**src/rtl/cnn_pkg.sv**
```systemverilog
// Shared constants and types for the CNN flatten stage.
// Holds the BRAM geometry, the writer FSM state type and a constant log2 helper.
package cnn_pkg;

   localparam int BRAM_BITWIDTH      = 8;
   localparam int BRAM_DEPTH_FLATTEN = 256;
   localparam int CHANNELS           = 16;
   localparam int PIXELS             = 16;

   typedef enum logic [1:0] {
      IDLE  = 2'd0,
      WRITE = 2'd1,
      DONE  = 2'd2
   } flat_state_t;

   // Smallest r with 2**r >= value (0 for value <= 1).
   function automatic int log2(input int value);
      int r;
      r = 0;
      for (int i = 0; i < 31; i++) begin
         if ((32'sd1 <<< i) < value) begin
            r = i + 1;
         end
      end
      return r;
   endfunction

   localparam int ADDR_W_FLATTEN = log2(BRAM_DEPTH_FLATTEN);

endpackage

```
**src/rtl/flatten_addr_gen.sv**
```systemverilog
// Flatten BRAM address generator.
// Default: linear index 0..DEPTH-1.
// With FLATTEN_CHANNEL_MAJOR_EN defined: incoming order is pixel-major, so the
// address is c*PIXELS + p, built from a channel counter, a pixel counter and a
// base accumulator that steps by PIXELS per channel (no multiplier).
module flatten_addr_gen
   import cnn_pkg::*;
#(
   parameter int DEPTH    = BRAM_DEPTH_FLATTEN,
   parameter int CHANNELS = cnn_pkg::CHANNELS,
   parameter int PIXELS   = cnn_pkg::PIXELS,
   parameter int ADDR_W   = log2(DEPTH)
) (
   input  logic              clk_x5,
   input  logic              rstn,
   input  logic              clear,
   input  logic              step,
   output logic [ADDR_W-1:0] addr
);

`ifdef FLATTEN_CHANNEL_MAJOR_EN
   localparam int CH_W = (log2(CHANNELS) > 0) ? log2(CHANNELS) : 1;
   localparam int PX_W = (log2(PIXELS) > 0) ? log2(PIXELS) : 1;
   localparam logic [CH_W-1:0]   CH_LAST = CH_W'(CHANNELS - 1);
   localparam logic [PX_W-1:0]   PX_LAST = PX_W'(PIXELS - 1);
   localparam logic [ADDR_W-1:0] PX_STEP = ADDR_W'(PIXELS);

   logic [CH_W-1:0]   chan_q, chan_d;
   logic [PX_W-1:0]   pix_q, pix_d;
   logic [ADDR_W-1:0] base_q, base_d;

   // Next channel/pixel/base: channel wraps to 0 and bumps the pixel column.
   always_comb begin
      chan_d = chan_q;
      pix_d  = pix_q;
      base_d = base_q;
      if (clear) begin
         chan_d = {CH_W{1'b0}};
         pix_d  = {PX_W{1'b0}};
         base_d = {ADDR_W{1'b0}};
      end else if (step) begin
         if (chan_q == CH_LAST) begin
            chan_d = {CH_W{1'b0}};
            base_d = {ADDR_W{1'b0}};
            if (pix_q == PX_LAST) begin
               pix_d = {PX_W{1'b0}};
            end else begin
               pix_d = pix_q + PX_W'(1);
            end
         end else begin
            chan_d = chan_q + CH_W'(1);
            base_d = base_q + PX_STEP;
            pix_d  = pix_q;
         end
      end else begin
         chan_d = chan_q;
      end
   end

   // Counter registers.
   always_ff @(posedge clk_x5 or negedge rstn) begin
      if (!rstn) begin
         chan_q <= {CH_W{1'b0}};
         pix_q  <= {PX_W{1'b0}};
         base_q <= {ADDR_W{1'b0}};
      end else begin
         chan_q <= chan_d;
         pix_q  <= pix_d;
         base_q <= base_d;
      end
   end

   assign addr = base_q + ADDR_W'(pix_q);
`else
   localparam logic [ADDR_W-1:0] ADDR_LAST = ADDR_W'(DEPTH - 1);

   logic [ADDR_W-1:0] addr_q, addr_d;

   // Linear index; wraps only at the end of the BRAM.
   always_comb begin
      addr_d = addr_q;
      if (clear) begin
         addr_d = {ADDR_W{1'b0}};
      end else if (step) begin
         if (addr_q == ADDR_LAST) begin
            addr_d = {ADDR_W{1'b0}};
         end else begin
            addr_d = addr_q + ADDR_W'(1);
         end
      end else begin
         addr_d = addr_q;
      end
   end

   // Address register.
   always_ff @(posedge clk_x5 or negedge rstn) begin
      if (!rstn) begin
         addr_q <= {ADDR_W{1'b0}};
      end else begin
         addr_q <= addr_d;
      end
   end

   assign addr = addr_q;
`endif

endmodule

```
**src/rtl/pool_flatten_writer.sv**
```systemverilog
// Pool-to-flatten writer: captures pooled bytes and writes them to the flatten
// BRAM with one cycle of latency, then flags completion after DEPTH bytes.
// Address order is selected by the FLATTEN_CHANNEL_MAJOR_EN macro (see
// flatten_addr_gen).
module pool_flatten_writer
   import cnn_pkg::*;
#(
   parameter int BITWIDTH = BRAM_BITWIDTH,
   parameter int DEPTH    = BRAM_DEPTH_FLATTEN,
   parameter int CHANNELS = cnn_pkg::CHANNELS,
   parameter int PIXELS   = cnn_pkg::PIXELS,
   parameter int ADDR_W   = log2(DEPTH)
) (
   input  logic                clk_x5,
   input  logic                rstn,
   input  logic                start,
   input  logic                in_valid,
   input  logic [BITWIDTH-1:0] in_data,
   output logic                ena_flatten,
   output logic                wea_flatten,
   output logic [ADDR_W-1:0]   addra_flatten,
   output logic [BITWIDTH-1:0] dina_flatten,
   output logic                busy,
   output logic                done,
   output logic                overflow,
   output logic [ADDR_W:0]     wr_count
);

   localparam logic [ADDR_W:0] LAST_CNT = (ADDR_W + 1)'(DEPTH - 1);

   flat_state_t         state_q, state_d;
   logic                wr_en_q, wr_en_d;
   logic [ADDR_W-1:0]   addra_q, addra_d;
   logic [BITWIDTH-1:0] dina_q, dina_d;
   logic                overflow_q, overflow_d;
   logic                done_q, done_d;
   logic [ADDR_W:0]     wr_count_q, wr_count_d;
   logic [ADDR_W-1:0]   gen_addr;
   logic                accept;

   // start has priority: a byte arriving with start is dropped silently.
   assign accept = (state_q == WRITE) && in_valid && !start;

   flatten_addr_gen #(
      .DEPTH    (DEPTH),
      .CHANNELS (CHANNELS),
      .PIXELS   (PIXELS),
      .ADDR_W   (ADDR_W)
   ) u_addr_gen (
      .clk_x5 (clk_x5),
      .rstn   (rstn),
      .clear  (start),
      .step   (accept),
      .addr   (gen_addr)
   );

   // Next state, write port and status; done lags the DONE state by a cycle.
   always_comb begin
      state_d    = state_q;
      wr_en_d    = accept;
      addra_d    = addra_q;
      dina_d     = dina_q;
      overflow_d = overflow_q;
      wr_count_d = wr_count_q;
      done_d     = (state_q == DONE) && !start;
      if (start) begin
         state_d    = WRITE;
         overflow_d = 1'b0;
         wr_count_d = {(ADDR_W + 1){1'b0}};
      end else if (accept) begin
         addra_d    = gen_addr;
         dina_d     = in_data;
         wr_count_d = wr_count_q + (ADDR_W + 1)'(1);
         if (wr_count_q == LAST_CNT) begin
            state_d = DONE;
         end else begin
            state_d = WRITE;
         end
      end else begin
         if (in_valid && (state_q != WRITE)) begin
            overflow_d = 1'b1;
         end else begin
            overflow_d = overflow_q;
         end
      end
   end

   // State and output registers.
   always_ff @(posedge clk_x5 or negedge rstn) begin
      if (!rstn) begin
         state_q    <= IDLE;
         wr_en_q    <= 1'b0;
         addra_q    <= {ADDR_W{1'b0}};
         dina_q     <= {BITWIDTH{1'b0}};
         overflow_q <= 1'b0;
         done_q     <= 1'b0;
         wr_count_q <= {(ADDR_W + 1){1'b0}};
      end else begin
         state_q    <= state_d;
         wr_en_q    <= wr_en_d;
         addra_q    <= addra_d;
         dina_q     <= dina_d;
         overflow_q <= overflow_d;
         done_q     <= done_d;
         wr_count_q <= wr_count_d;
      end
   end

   assign ena_flatten   = wr_en_q;
   assign wea_flatten   = wr_en_q;
   assign addra_flatten = addra_q;
   assign dina_flatten  = dina_q;
   assign busy          = (state_q == WRITE);
   assign done          = done_q;
   assign overflow      = overflow_q;
   assign wr_count      = wr_count_q;

endmodule
```
**config.mk**
```make
export PLATFORM = sky130hd
export DESIGN_NAME = pool_flatten_writer
export DESIGN_NICKNAME = d
export VERILOG_FILES = /design/src/rtl/cnn_pkg.sv /design/src/rtl/flatten_addr_gen.sv /design/src/rtl/pool_flatten_writer.sv
export SDC_FILE = /design/constraint.sdc
export NUM_CORES = 1
export LEC_CHECK = 0
export CAP_MARGIN = 20
export CORE_MARGIN = 4
export CORE_UTILIZATION = 52
export CTS_CLUSTER_DIAMETER = 50
export DETAILED_ROUTE_END_ITERATION = 10
export PLACE_DENSITY = 0.95
export SLEW_MARGIN = 20
export SYNTH_ARGS = -nofsm -noshare
export SYNTH_HDL_FRONTEND = slang
export SYNTH_SLANG_ARGS = --single-unit
```
**constraint.sdc**
```tcl
create_clock -name clk_x5 -period 3.7 [get_ports clk_x5]
set_input_delay 0.555 -clock clk_x5 [delete_from_list [all_inputs] [get_ports clk_x5]]
set_output_delay 0.555 -clock clk_x5 [all_outputs]
set_load 0.02 [all_outputs]
```
==> results of run 1 <==
[synth_stat cells]
master	n
and4_1	1
dfrtp_1	38
clkbuf_1	2
nand2_2	1
mux2_2	16
buf_4	2
and3_1	1
nand3b_1	1
nor3_1	1
o31ai_1	1
nor2b_1	3
nor4_4	1
nor2_4	1
ha_1	3
a21oi_1	9
nor2_1	15
nor4_1	2
or3_1	1
nand2_1	12
a21o_1	1
or4_1	1
buf_2	3
or3b_1	1
nand3_1	3
o21ai_0	1
xnor2_1	3
nor3b_1	1
xor2_1	7
a211oi_1	1
and3b_1	1
inv_1	2
and4_4	1
nand4_1	6
[kinds of logic (layout without fill, tap and decap cells)]
kind of cell	count (synthesis)	after routing	synth area share, %
buffers and inverters	9	52	2.688
xor gates and xnor gates	10	10	5.228
and+or+nand+nor	54	54	18.00
adders and majority gates	3	3	2.241
muxes	16	16	10.75
DFF	38	38	56.76
AOI/OAI and AO/OA	13	13	4.332
[worst paths after layout]
path	from	to	slack (ns)
min in group clk_x5	dina_flatten[7]	dina_flatten[7]	0.52
hold / removal	rstn	dina_flatten[5]	0.28
max in group asynchronous	rstn	u_addr_gen.addr[1]	2.90
setup reg to reg	state_q[1]	addra_flatten[4]	1.75
hold reg to reg	dina_flatten[7]	dina_flatten[7]	0.52
setup / recovery	state_q[0]	busy	1.52
[cell type report]
class / instances / area, um2 / area share [%]
clock buffer: 6 / 51.30 / 2.364
clock inverter: 2 / 12.51 / 0.5767
inverter: 2 / 7.507 / 0.3460
multi-input combinational: 96 / 679.4 / 31.31
sequential: 38 / 950.9 / 43.83
tap: 44 / 55.05 / 2.537
timing repair buffer: 42 / 412.9 / 19.03
[per-layer routing]
layer / up-vias / wire length, um
met5: - / 0
met4: 0 / 27
met3: 2 / 217
met2: 46 / 1741
met1: 603 / 1485
li1: 584 / -
[state kept, by name, indices dropped and copies added, names as in the netlist]
name	count
wr_count	9
dina_flatten	8
state_q	2
done	1
ena_flatten	1
overflow	1
addra_flatten	8
u_addr_gen.addr	8
[worst max-delay path, delay by kind of cell, from the launching register on]
kind	cells	cell delay (ns)
flops	1	0.43
buf+inv	1	0.64
simple gates	1	0.22
[power by group through the flow]
stage          clock (mW)  sequential (mW)  combinational (mW)
6_report            0.227            0.452               0.128
3_3_place_gp            0            0.458               0.126
4_1_cts             0.231            0.452               0.130
5_1_grt             0.248            0.456               0.138
3_5_place_dp            0            0.461               0.130
2_1_floorplan           0            0.482              0.0394
[layout by cell type (no fill, tap or decap), types with 2 or more instances in the layout]
cell / instances
nor4_1: 2
nand3_1: 3
mux2_2: 16
inv_1: 2
xor2_1: 7
nor2b_1: 3
nor2_1: 15
nand4_1: 6
nand2_1: 12
clkbuf_4: 5
a21oi_1: 9
dfrtp_1: 38
clkdlybuf4s50_1: 40
xnor2_1: 3
ha_1: 3
==> impl_results.md, run 1 <==
* VDD IR-drop max at 0.2617 mV
* # fillers at 236
* Worst slew pin tran at 0.8060 ns
* Setup TNS at 0 ns
* Vias per Instance at 5.370
* Worst path cell trace: nor2b_1 > clkdlybuf4s50_1
* Mean Syn Cell Area at 11.72 um2
* Crit path required time at 3.14 ns
* Grt peak-use layer: met2
* Synth Instances at 143
* Post-DP HPWL at 2495 um
* RePlAce Congestion at 0.8234
* Lkg Pwr at 0.9198 nW
* FP Rows at 20
* Pre-CTS WS at 1.183 ns
* Placed insts at 222
* Final Power at 0.8066 mW
* Antenna Cells at 0
* CTS tree: yes
* Fin nets at 200
* Gr ovfl total at 0
* Final Cycle Share at 58.81%
* Initial antenna violation count at 0
* Synth area leader: dfrtp_1
* Number of max-cap violations at 0
* Seq/Total Area, Yosys at 56.76%
* Post-route setup slack at 1.524 ns
* Area post-placement at 2106 um2
* Fmax at 0.4596 GHz
* Post-cts resize count at 0
* Die Footprint at 4194 um2
* Layout Skew at 0.01663 ns
* Starting Density at 54.43%
* Final Setup Violations at 0
* DR WL/cell at 15.10 um
* Post-synth top area share at 56.76%
* Critical path launch point type: flip-flop
* Total GRT Usage at 19.25%
* CP endpoint kind: output port
* Chip Width at 64.76 um
* I/O Buffers at 41
* Synth Cell Area at 1675 um2
* Type of the tightest min-delay check: in2async
* Sw Pwr at 0.2153 mW
* Met3 Track Usage GR at 7.452%
* Worst-Skew Late Latency at 0.35 ns
* Crit Path Class: reg2out
* First-pass GRT wire length at 6106 um
* CP max stage delay at 0.64 ns
* Arrival time worst endpoint at 1.62 ns
* Final std cells w/o fill at 230
* Depth of the most critical reg-to-reg path at 3
* Starting DRT DRC Count at 37
* Routed WL at 3472 um
* Crit path time final at 2.176 ns
* Synthesis-to-layout area growth at 29.50%
* RSZ-0062 raised after global routing: false
* Post-route DRC violation count at 0
* #FFs+latches synth at 38
* Cell Int Power at 0.5913 mW
* Via count at 1235
* Ys Warns at 0
* H-tree depth at 2
* Clock transition at path regs at 0.12 ns
* Run status: finished, final reports clean
* Post-Layout Inst Area at 2170 um2
* Hold Worst Slack at 0.2779 ns
* Comb pwr share at 15.9%
* Post-cts hold buffer count at 0
* Maximum root-to-sink buffer count at 2
* Share of cells above drive strength 1 at 16.13%
* Root buffer cell: clkbuf_4
* Reg power frac at 56.0%
* Syn nets at 158
* Main area contributors after synthesis: dfrtp_1, mux2_2, xor2_1
* Clk network pwr share at 28.1%
* Slowest cell on crit path: clkdlybuf4s50_1
* Largest net degree at the start of global routing at 39
* Vias in the first global route at 1270
* Clock sinks at 38
* Met1 usage at 23.43%
* Core Util, Final at 70.49%
* Final Hold Viols at 0
* Total CTS buffers at 5
* Power Density at 371.8 nW/um2
* Slew HR at 46.26%
* Yosys cell types at 33
* Worst Path Max Fanout at 5
* Core Area at 3078 um2
* TritonRoute pass-1 iters at 4
* Met2 Track Usage GR at 30.91%
* Sw frac at 26.69%
* Die Span Y at 64.76 um
* Fin. max-slew vios at 0
* Ports at 42
* Post-DRT Antenna Nets at 0
* Post-CTS Setup Inserts at 0
Power figures use the tool's default switching activity.
==> run 2: changes to the inputs <==
--- a/config.mk
+++ b/config.mk
@@ -7,10 +7,10 @@
 export LEC_CHECK = 0
 export CAP_MARGIN = 20
 export CORE_MARGIN = 4
-export CORE_UTILIZATION = 52
+export CORE_UTILIZATION = 48
 export CTS_CLUSTER_DIAMETER = 50
 export DETAILED_ROUTE_END_ITERATION = 10
-export PLACE_DENSITY = 0.95
+export PLACE_DENSITY = 0.9
 export SLEW_MARGIN = 20
 export SYNTH_ARGS = -nofsm -noshare
 export SYNTH_HDL_FRONTEND = slang
==> constraint.sdc (replaced) <==
create_clock -name clk_x5 -period 2.26 [get_ports clk_x5]
set_input_delay 0.339 -clock clk_x5 [delete_from_list [all_inputs] [get_ports clk_x5]]
set_output_delay 0.339 -clock clk_x5 [all_outputs]
set_load 0.02 [all_outputs]
==> run 2 against run 1 <==
Against the previous run:
- sequential share of layout area is 0.13 points higher
- largest cell class unchanged
- power is 58% higher
- register-to-register slack worse by 1.1 ns
- first-iteration DRC count is 62% higher
- worst hold slack worse by 0.20 ns
- setup slack worse by 1.2 ns
- critical path depth stayed put
- largest power group unchanged
- critical endpoint unchanged
==> impl_results.md, run 2 (synthesized netlist as in run 1, its figures left out) <==
* Run status: finished, final reports clean
* Worst Path Max Fanout at 5
* # fillers at 284
* Arrival time worst endpoint at 1.63 ns
* Chip Width at 67.08 um
* TritonRoute pass-1 iters at 4
* Gr ovfl total at 0
* Final std cells w/o fill at 232
* Final Hold Viols at 0
* Crit path required time at 1.92 ns
* Core Util, Final at 64.32%
* RePlAce Congestion at 0.8192
* Grt peak-use layer: met2
* Register area at 950.9 um2
* Via count at 1249
* Antenna Cells at 0
* Routed WL at 3497 um
* Slew HR at 46.24%
* DR WL/cell at 15.07 um
* First-pass GRT wire length at 5871 um
* Worst path cell trace: nor2b_1 > clkdlybuf4s50_1
* Placed insts at 225
* Total GRT Usage at 17.66%
* Fin nets at 201
* Core Area at 3363 um2
* Max reg flops at 9
* Final Setup Violations at 0
* Met1 usage at 19.29%
* Final Power at 1.274 mW
* Synthesis-to-layout area growth at 29.13%
* Slowest cell on crit path: clkdlybuf4s50_1
* Post-DRT Antenna Nets at 0
* Crit Path Class: reg2out
* Clock sinks at 38
* Met3 Track Usage GR at 6.408%
* Fin. max-slew vios at 0
* Post-route DRC violation count at 0
* H-tree depth at 2
* Initial antenna violation count at 0
* Ports at 42
* Met2 Track Usage GR at 31.17%
* Layout Skew at 0.01099 ns
* Post-CTS Setup Inserts at 0
* Starting DRT DRC Count at 60
* Share of cells above drive strength 1 at 16.13%
* Commonest non-fill, non-tap cell in the layout: clkdlybuf4s50_1
* RSZ-0062 raised after global routing: false
* Maximum root-to-sink buffer count at 2
* Crit path time final at 1.970 ns
* CTS tree: yes
* Clock transition at path regs at 0.11 ns
* Vias in the first global route at 1307
* Vias per Instance at 5.384
* Power Density at 588.8 nW/um2
* Post-route setup slack at 0.2901 ns
* FP Rows at 21
* Largest net degree at the start of global routing at 39
* Critical path launch point type: flip-flop
* Pre-CTS WS at 0.2812 ns
* Number of max-cap violations at 0
* Worst-Skew Late Latency at 0.34 ns
* Setup TNS at 0 ns
* Root buffer cell: clkbuf_4
* CP endpoint kind: output port
* Post-cts hold buffer count at 0
* Starting Density at 49.81%
* Post-DP HPWL at 2459 um
* Multi-input logic area at 679.4 um2
* VDD IR-drop max at 0.3631 mV
* Post-cts resize count at 0
* Type of the tightest min-delay check: in2async
* Die Footprint at 4500 um2
* Worst slew pin tran at 0.8065 ns
* CP max stage delay at 0.64 ns
* Fmax at 0.5076 GHz
* I/O Buffers at 41
* Total CTS buffers at 5
* Final Cycle Share at 87.16%
* Die Span Y at 67.08 um
* Highest-count cells in the layout ignoring fill and taps: clkdlybuf4s50_1, dfrtp_1, mux2_2, nor2_1, nand2_1
* Lkg Pwr at 0.9211 nW
==> run 2: cell count changes in the layout (fill, tap and decap cells not counted), sizes merged <==
cell,change
buf,+1
clkbuf,-1
clkinv,+1
clkinvlp,-1
==> run 2: final timing paths <==
kind	cells past startpoint	slack (ns)	start	to
worst max-delay path	2	0.29	state_q[0]	busy
worst min-delay path	1	0.07	rstn	wr_count[1]
worst max register to register	3	0.68	state_q[1]	addra_flatten[2]
worst min register to register	1	0.51	state_q[0]	done
max in group asynchronous	1	1.68	rstn	dina_flatten[7]
min in group clk_x5	1	0.51	state_q[0]	done
==> run 2: critical path, delay by kind of cell, from the launching register on <==
family	cells	cell delay (ns)
simple gates	1	0.24
flops	1	0.41
buf+inv	1	0.64
==> run 2: routing by layer <==
metal | vias up | share of wire [%]
li1 | 580 | -
met1 | 628 | 39
met2 | 39 | 55
met3 | 2 | 6.1
met4 | 0 | 0.31
met5 | - | 0
==> run 2: where the power goes <==
| group | total [mW] | switching, mW | internal, mW |
|---|---|---|---|
| Combinational | 0.212 | 0.106 | 0.106 |
| Sequential | 0.740 | 0.0263 | 0.714 |
| Clock | 0.322 | 0.210 | 0.112 |
| Total | 1.27 | 0.342 | 0.931 |
==> run 2: through the flow <==
step | instance area, um2 | hold slack (ns)
floorplan | 1675 | 0.04341
global placement | 2116 | 0.4620
detailed placement | 2116 | 0.4755
CTS | 2163 | 0.07325
global route | 2163 | 0.1175
finish | 2163 | 0.07392
==> run 2: layout make-up <==
cell class,count,area share (%)
flip-flops and latches,38,43.96
multi-input cells,96,31.41
repair buffers,43,19.43
well taps,46,2.661
clock buffers,5,1.735
clock inverters,2,0.4627
inverters,2,0.3470
==> edit 1: new RTL, settings of run 2 <==
Build with the macro `FLATTEN_CHANNEL_MAJOR_EN` defined.
--- a/src/rtl/flatten_addr_gen.sv
+++ b/src/rtl/flatten_addr_gen.sv
@@ -3,6 +3,8 @@
 // With FLATTEN_CHANNEL_MAJOR_EN defined: incoming order is pixel-major, so the
 // address is c*PIXELS + p, built from a channel counter, a pixel counter and a
 // base accumulator that steps by PIXELS per channel (no multiplier).
+`define FLATTEN_CHANNEL_MAJOR_EN
+
 module flatten_addr_gen
    import cnn_pkg::*;
 #(
Formal check against the unedited RTL: not equivalent (Yosys sat finds a counterexample within 4 cycles, from zero or initial values and one cycle with rstn low).
==> edit 1 against run 2 <==
- total power is 20% higher
- sequential cell count is 4 higher
- die area is 12% higher
- clock skew is 0.51 ps lower
- first-iteration DRC count is 10% higher
- area after synthesis is 13% higher
- design area is 13% higher
- sequential share of layout area is 0.92 points lower
- maximum frequency is 5.8% higher
- critical path depth is 1 higher
- setup slack better by 110 ps
- wire length is 8.3% higher
- largest power group unchanged
==> edit 1: results (changes against run 2) <==
Run status: complete, no violations (unchanged). The root cell of the clock tree was sky130_fd_sc_hd__clkbuf_8 (was sky130_fd_sc_hd__clkbuf_4). The worst supply voltage drop on vdd is 544 uV (was 363 uV). The delay contributed by the slowest stage of the critical path came out at 590 ps (was 640 ps).

Top post-synthesis cells by area: sky130_fd_sc_hd__dfrtp_1 (55%), sky130_fd_sc_hd__mux2_2 (9.5%), sky130_fd_sc_hd__a21oi_1 (4.5%), sky130_fd_sc_hd__ha_1 (3.3%), sky130_fd_sc_hd__nand3_1 (3.2%) (was sky130_fd_sc_hd__dfrtp_1 (57%), sky130_fd_sc_hd__mux2_2 (11%), sky130_fd_sc_hd__xor2_1 (3.7%), sky130_fd_sc_hd__nor2_1 (3.4%), sky130_fd_sc_hd__a21oi_1 (2.7%)). The portion of synthesized cell area occupied by the leading cell type came to 0.554 (was 0.568). The number of different library cells in the post-synthesis netlist came out at 37 (was 33). The final weighted congestion of routability-driven global placement came out at 0.818 (was 0.819). The transition at the pin with the smallest max-transition slack came out at 905 ps (was 806 ps).

The clock-pin slew of the registers on the worst-case setup and hold paths is 80 ps (was 110 ps). The sum of net half-perimeters after detailed placement is 2710 um (was 2460 um). The fraction of layout cells with a size suffix above 1 came out at 0.156 (was 0.161).

The initial detailed-routing violation count is 66 (was 60). The pre-CTS worst setup slack is 270 ps (was 281 ps). The number of iterations in the first detailed-routing pass came out at 5 (was 4). The total routed wire length on the met1 layer is 1660 um (was 1360 um). The sequential fraction of the synthesis area came to 0.554 (was 0.568). The overall fraction of global-route tracks in use came to 0.170 (was 0.177). The leakage power is 0.00103 uW (was 0.000921 uW).

The maximum clock skew at final layout is 10.5 ps (was 11.0 ps). Synth cell count leaders: sky130_fd_sc_hd__dfrtp_1 (42), sky130_fd_sc_hd__a21oi_1 (17), sky130_fd_sc_hd__mux2_2 (16), sky130_fd_sc_hd__nand3_1 (12), sky130_fd_sc_hd__o21ai_0 (8) (was sky130_fd_sc_hd__dfrtp_1 (38), sky130_fd_sc_hd__mux2_2 (16), sky130_fd_sc_hd__nor2_1 (15), sky130_fd_sc_hd__nand2_1 (12), sky130_fd_sc_hd__a21oi_1 (9)). The post-synth net total came out at 183 (was 158). The data arrival at the endpoint of the critical path is 1520 ps (was 1630 ps).

The global-route wire length before repair came out at 6910 um (was 5870 um). The number of global-route vias before repair came to 1526 (was 1307).
edit 1: cell types whose count changed in the layout (fill, tap and decap cells not counted), sizes merged, moves of 3 or more:
cell,before,now
buf,3,6
nand2,13,6
dfrtp,38,42
inv,2,6
or3,1,6
o21ai,1,8
nand3,3,12
nand4,6,2
or4,1,5
xor2,7,0
nor2,16,6
a21oi,9,17
edit 1: cell families (layout without fill, tap and decap cells):
group / after synthesis / count (layout) / share of synthesized area
AO/OA/AOI/OAI: 39 / 39 / 0.125
XOR/XNOR: 1 / 1 / 0.00462
AND/OR/NAND/NOR: 48 / 48 / 0.151
buffers and inverters: 15 / 60 / 0.0382
adder cells (fa/ha/maj): 5 / 5 / 0.0330
flip-flops: 42 / 42 / 0.554
multiplexers: 16 / 16 / 0.0949
edit 1: area by class of cell:
| cell class | count | area (um^2) | share of cell area |
|---|---|---|---|
| flip-flops and latches | 42 | 1050 | 0.430 |
| multi-input cells | 109 | 774 | 0.317 |
| repair buffers | 46 | 443 | 0.181 |
| clock buffers | 7 | 86.3 | 0.0353 |
| well taps | 48 | 60.1 | 0.0246 |
| inverters | 6 | 22.5 | 0.00922 |
| clock inverters | 1 | 5.00 | 0.00205 |
edit 1: path summary, 6_finish.rpt:
path,startpoint,end,slack [ps],depth (start not counted)
worst max-delay path,state_q[1],busy,400,3
worst min-delay path,rstn,state_q[1],170,1
worst max register to register,state_q[1],dina_flatten[0],660,4
worst min register to register,overflow,overflow,500,2
max in group asynchronous,rstn,addra_flatten[5],1510,1
min in group clk_x5,overflow,overflow,500,2
edit 1: critical path: cells and delay by family, from the launching register on:
kind	cells	cell delay, ps
and+or+nand+nor	1	170
buffers and inverters	2	650
DFF	1	420
edit 1: routing by layer:
| layer | GRT usage | up-vias |
|---|---|---|
| met2 | 0.286 | 38 |
| li1 | - | 694 |
| met3 | 0.0497 | 4 |
| met4 | 0.0438 | 0 |
| met1 | 0.215 | 690 |
| met5 | 0 | - |
edit 1: power by group through the flow:
stage	Combinational (uW)	Sequential [uW]	Clock (uW)
2_1_floorplan	76.2	863	0
3_3_place_gp	227	826	0
3_5_place_dp	232	828	0
4_1_cts	233	813	506
5_1_grt	249	819	535
6_report	230	813	483
edit 1: metrics by stage:
step / instances / cell area [um^2] / hold slack [ps]
4_1_cts: 259 / 2440 / 198
5_1_grt: 259 / 2440 / 230
3_5_place_dp: 251 / 2350 / 486
2_1_floorplan: 166 / 1900 / 43.4
3_3_place_gp: 251 / 2350 / 481
6_report: 259 / 2440 / 173
==> edit 2: new RTL, config.mk and constraints of run 2 <==
Made on the original files. The output `done` loses its register stage (`done_q` becomes a continuous assignment).
--- a/src/rtl/pool_flatten_writer.sv
+++ b/src/rtl/pool_flatten_writer.sv
@@ -93,7 +93,6 @@
          addra_q    <= {ADDR_W{1'b0}};
          dina_q     <= {BITWIDTH{1'b0}};
          overflow_q <= 1'b0;
-         done_q     <= 1'b0;
          wr_count_q <= {(ADDR_W + 1){1'b0}};
       end else begin
          state_q    <= state_d;
@@ -101,10 +100,11 @@
          addra_q    <= addra_d;
          dina_q     <= dina_d;
          overflow_q <= overflow_d;
-         done_q     <= done_d;
          wr_count_q <= wr_count_d;
       end
    end
+
+   assign done_q = done_d;
 
    assign ena_flatten   = wr_en_q;
    assign wea_flatten   = wr_en_q;
Function: no difference found for any inputs over 10 cycles, from zero or initial values and one cycle with rstn low; that may be too few to reach the edited logic, so the function may still have changed.
==> edit 2 against run 2 <==
- total power rose by 5.4%
- area after synthesis fell by 1.5%
- wire length rose by 2.1%
- global-route usage fell by 0.095 points
- design area rose by 1.7%
- critical path type is now input pin to primary output
- largest power group unchanged
- die area fell by 1.3%
- clock skew rose by 5.6 ps
- sequential cell count fell by 1
- setup slack improved by 1.8 ps
- critical path depth rose by 1
==> edit 2: results (changes against run 2) <==
Top post-synthesis cells by area: sky130_fd_sc_hd__dfrtp_1 (56%), sky130_fd_sc_hd__mux2_2 (11%), sky130_fd_sc_hd__xor2_1 (3.7%), sky130_fd_sc_hd__nor2_1 (3.4%), sky130_fd_sc_hd__a21oi_1 (2.7%) (was sky130_fd_sc_hd__dfrtp_1 (57%), sky130_fd_sc_hd__mux2_2 (11%), sky130_fd_sc_hd__xor2_1 (3.7%), sky130_fd_sc_hd__nor2_1 (3.4%), sky130_fd_sc_hd__a21oi_1 (2.7%)). The final weighted congestion of routability-driven global placement is 0.819 (about the same). The worst reg2reg path depth came to 4 (was 3).

The pre-CTS worst setup slack came to 269 ps (was 281 ps). The cell family contributing the most delay on the critical path is buffers and inverters (unchanged). The global-route wire length before repair is 5840 um (was 5870 um). The maximum buffer depth of the clock tree came out at 2 (unchanged). The maximum clock skew at final layout came out at 16.6 ps (was 11.0 ps). The area of placed instances is 0.00213 mm^2 (was 0.00212 mm^2).

The hold-fix buffer count after cts is 0 (unchanged). The number of nets at the end of the flow came out at 203 (was 201). The count of placed standard cells in the final layout, fillers left out came out at 235 (was 232). The mean cell area of the mapped netlist is 11.6 um^2 (was 11.7 um^2). The total CTS buffers came out at 5 (unchanged).

The sum of net half-perimeters after detailed placement is 2610 um (was 2460 um). The pin count of the biggest net entering global routing is 38 (was 39). The worst-skew pair later-pin latency came out at 350 ps. Synth cell count leaders: sky130_fd_sc_hd__dfrtp_1 (37), sky130_fd_sc_hd__mux2_2 (16), sky130_fd_sc_hd__nor2_1 (15), sky130_fd_sc_hd__nand2_1 (12), sky130_fd_sc_hd__a21oi_1 (9) (was sky130_fd_sc_hd__dfrtp_1 (38), sky130_fd_sc_hd__mux2_2 (16), sky130_fd_sc_hd__nor2_1 (15), sky130_fd_sc_hd__nand2_1 (12), sky130_fd_sc_hd__a21oi_1 (9)). The total instance count after detailed placement is 227 (was 225). The initial detailed-routing violation count is 85 (was 60). The mean number of vias per cell is 5.22 (was 5.38). The net load switching power is 354 uW (was 342 uW). The worst supply voltage drop on vdd is 529 uV (was 363 uV).

The maximum fanout encountered on the critical timing path was 2 (was 5). The fraction of layout cells with a size suffix above 1 is 0.175 (was 0.161). The post-synth net total came to 157 (was 158). The count of antenna diodes in the layout came to 0 (unchanged). The sequential fraction of the synthesis area was 0.561 (was 0.568). The leakage power is 0.000936 uW (was 0.000921 uW). The final routed wirelength across all metal layers came out at 3570 um (was 3500 um).

The relative slew slack is 0.694 (was 0.462). The overall fraction of global-route tracks in use is 0.176 (was 0.177). Run status: complete, no violations (unchanged).
edit 2: cell count changes after synthesis, sizes merged:
cell / delta
dfrtp: -1
edit 2: cell families after synthesis:
group           after synthesis  synth area share
fa+ha+maj                     3            0.0227
buf+inv                       9            0.0273
simple gates                 54             0.183
mux                          16             0.109
compound gates               13            0.0440
flops                        37             0.561
xor+xnor                     10            0.0531
edit 2: cell type report:
cell class                 instances  area [um^2]
clock buffer                       7         65.1
clock inverter                     1         5.00
fill                             273         1140
inverter                           2         7.51
multi-input combinational         96          679
sequential                        37          926
tap                               46         57.6
timing repair buffer              46          460
edit 2: worst register-to-register path: stages (launching register included):
cell and delay (ps):
sky130_fd_sc_hd__dfrtp_1 420, sky130_fd_sc_hd__nand3b_1 400, sky130_fd_sc_hd__nor2_4 210, sky130_fd_sc_hd__buf_12 170, sky130_fd_sc_hd__mux2_2 350
edit 2: layer usage:
metal / part of all wire / wire length (um) / global-route usage
met3: 0.042 / 150 / 0.0354
met4: 0.020 / 72 / 0.0838
met1: 0.41 / 1480 / 0.213
met2: 0.52 / 1870 / 0.297
met5: 0 / 0 / 0
edit 2: power groups by stage:
stage                     combinational [uW]  sequential [uW]  clock (uW)
after global routing                     236              728         433
after CTS                                224              722         405
after floorplan                         64.4              771           0
final                                    220              721         401
after global placement                   217              731           0
after detailed placement                 223              735           0
edit 2: worst paths after layout:
| path | end | from | slack, ps |
|---|---|---|---|
| max reg2reg | addra_flatten[1] | state_q[1] | 600 |
| min in group clk_x5 | addra_flatten[0] | addra_flatten[0] | 520 |
| min reg2reg | addra_flatten[0] | addra_flatten[0] | 520 |
| max in group asynchronous | addra_flatten[3] | rstn | 1530 |
| min | u_addr_gen.addr[6] | rstn | 400 |
| max | done | start | 290 |
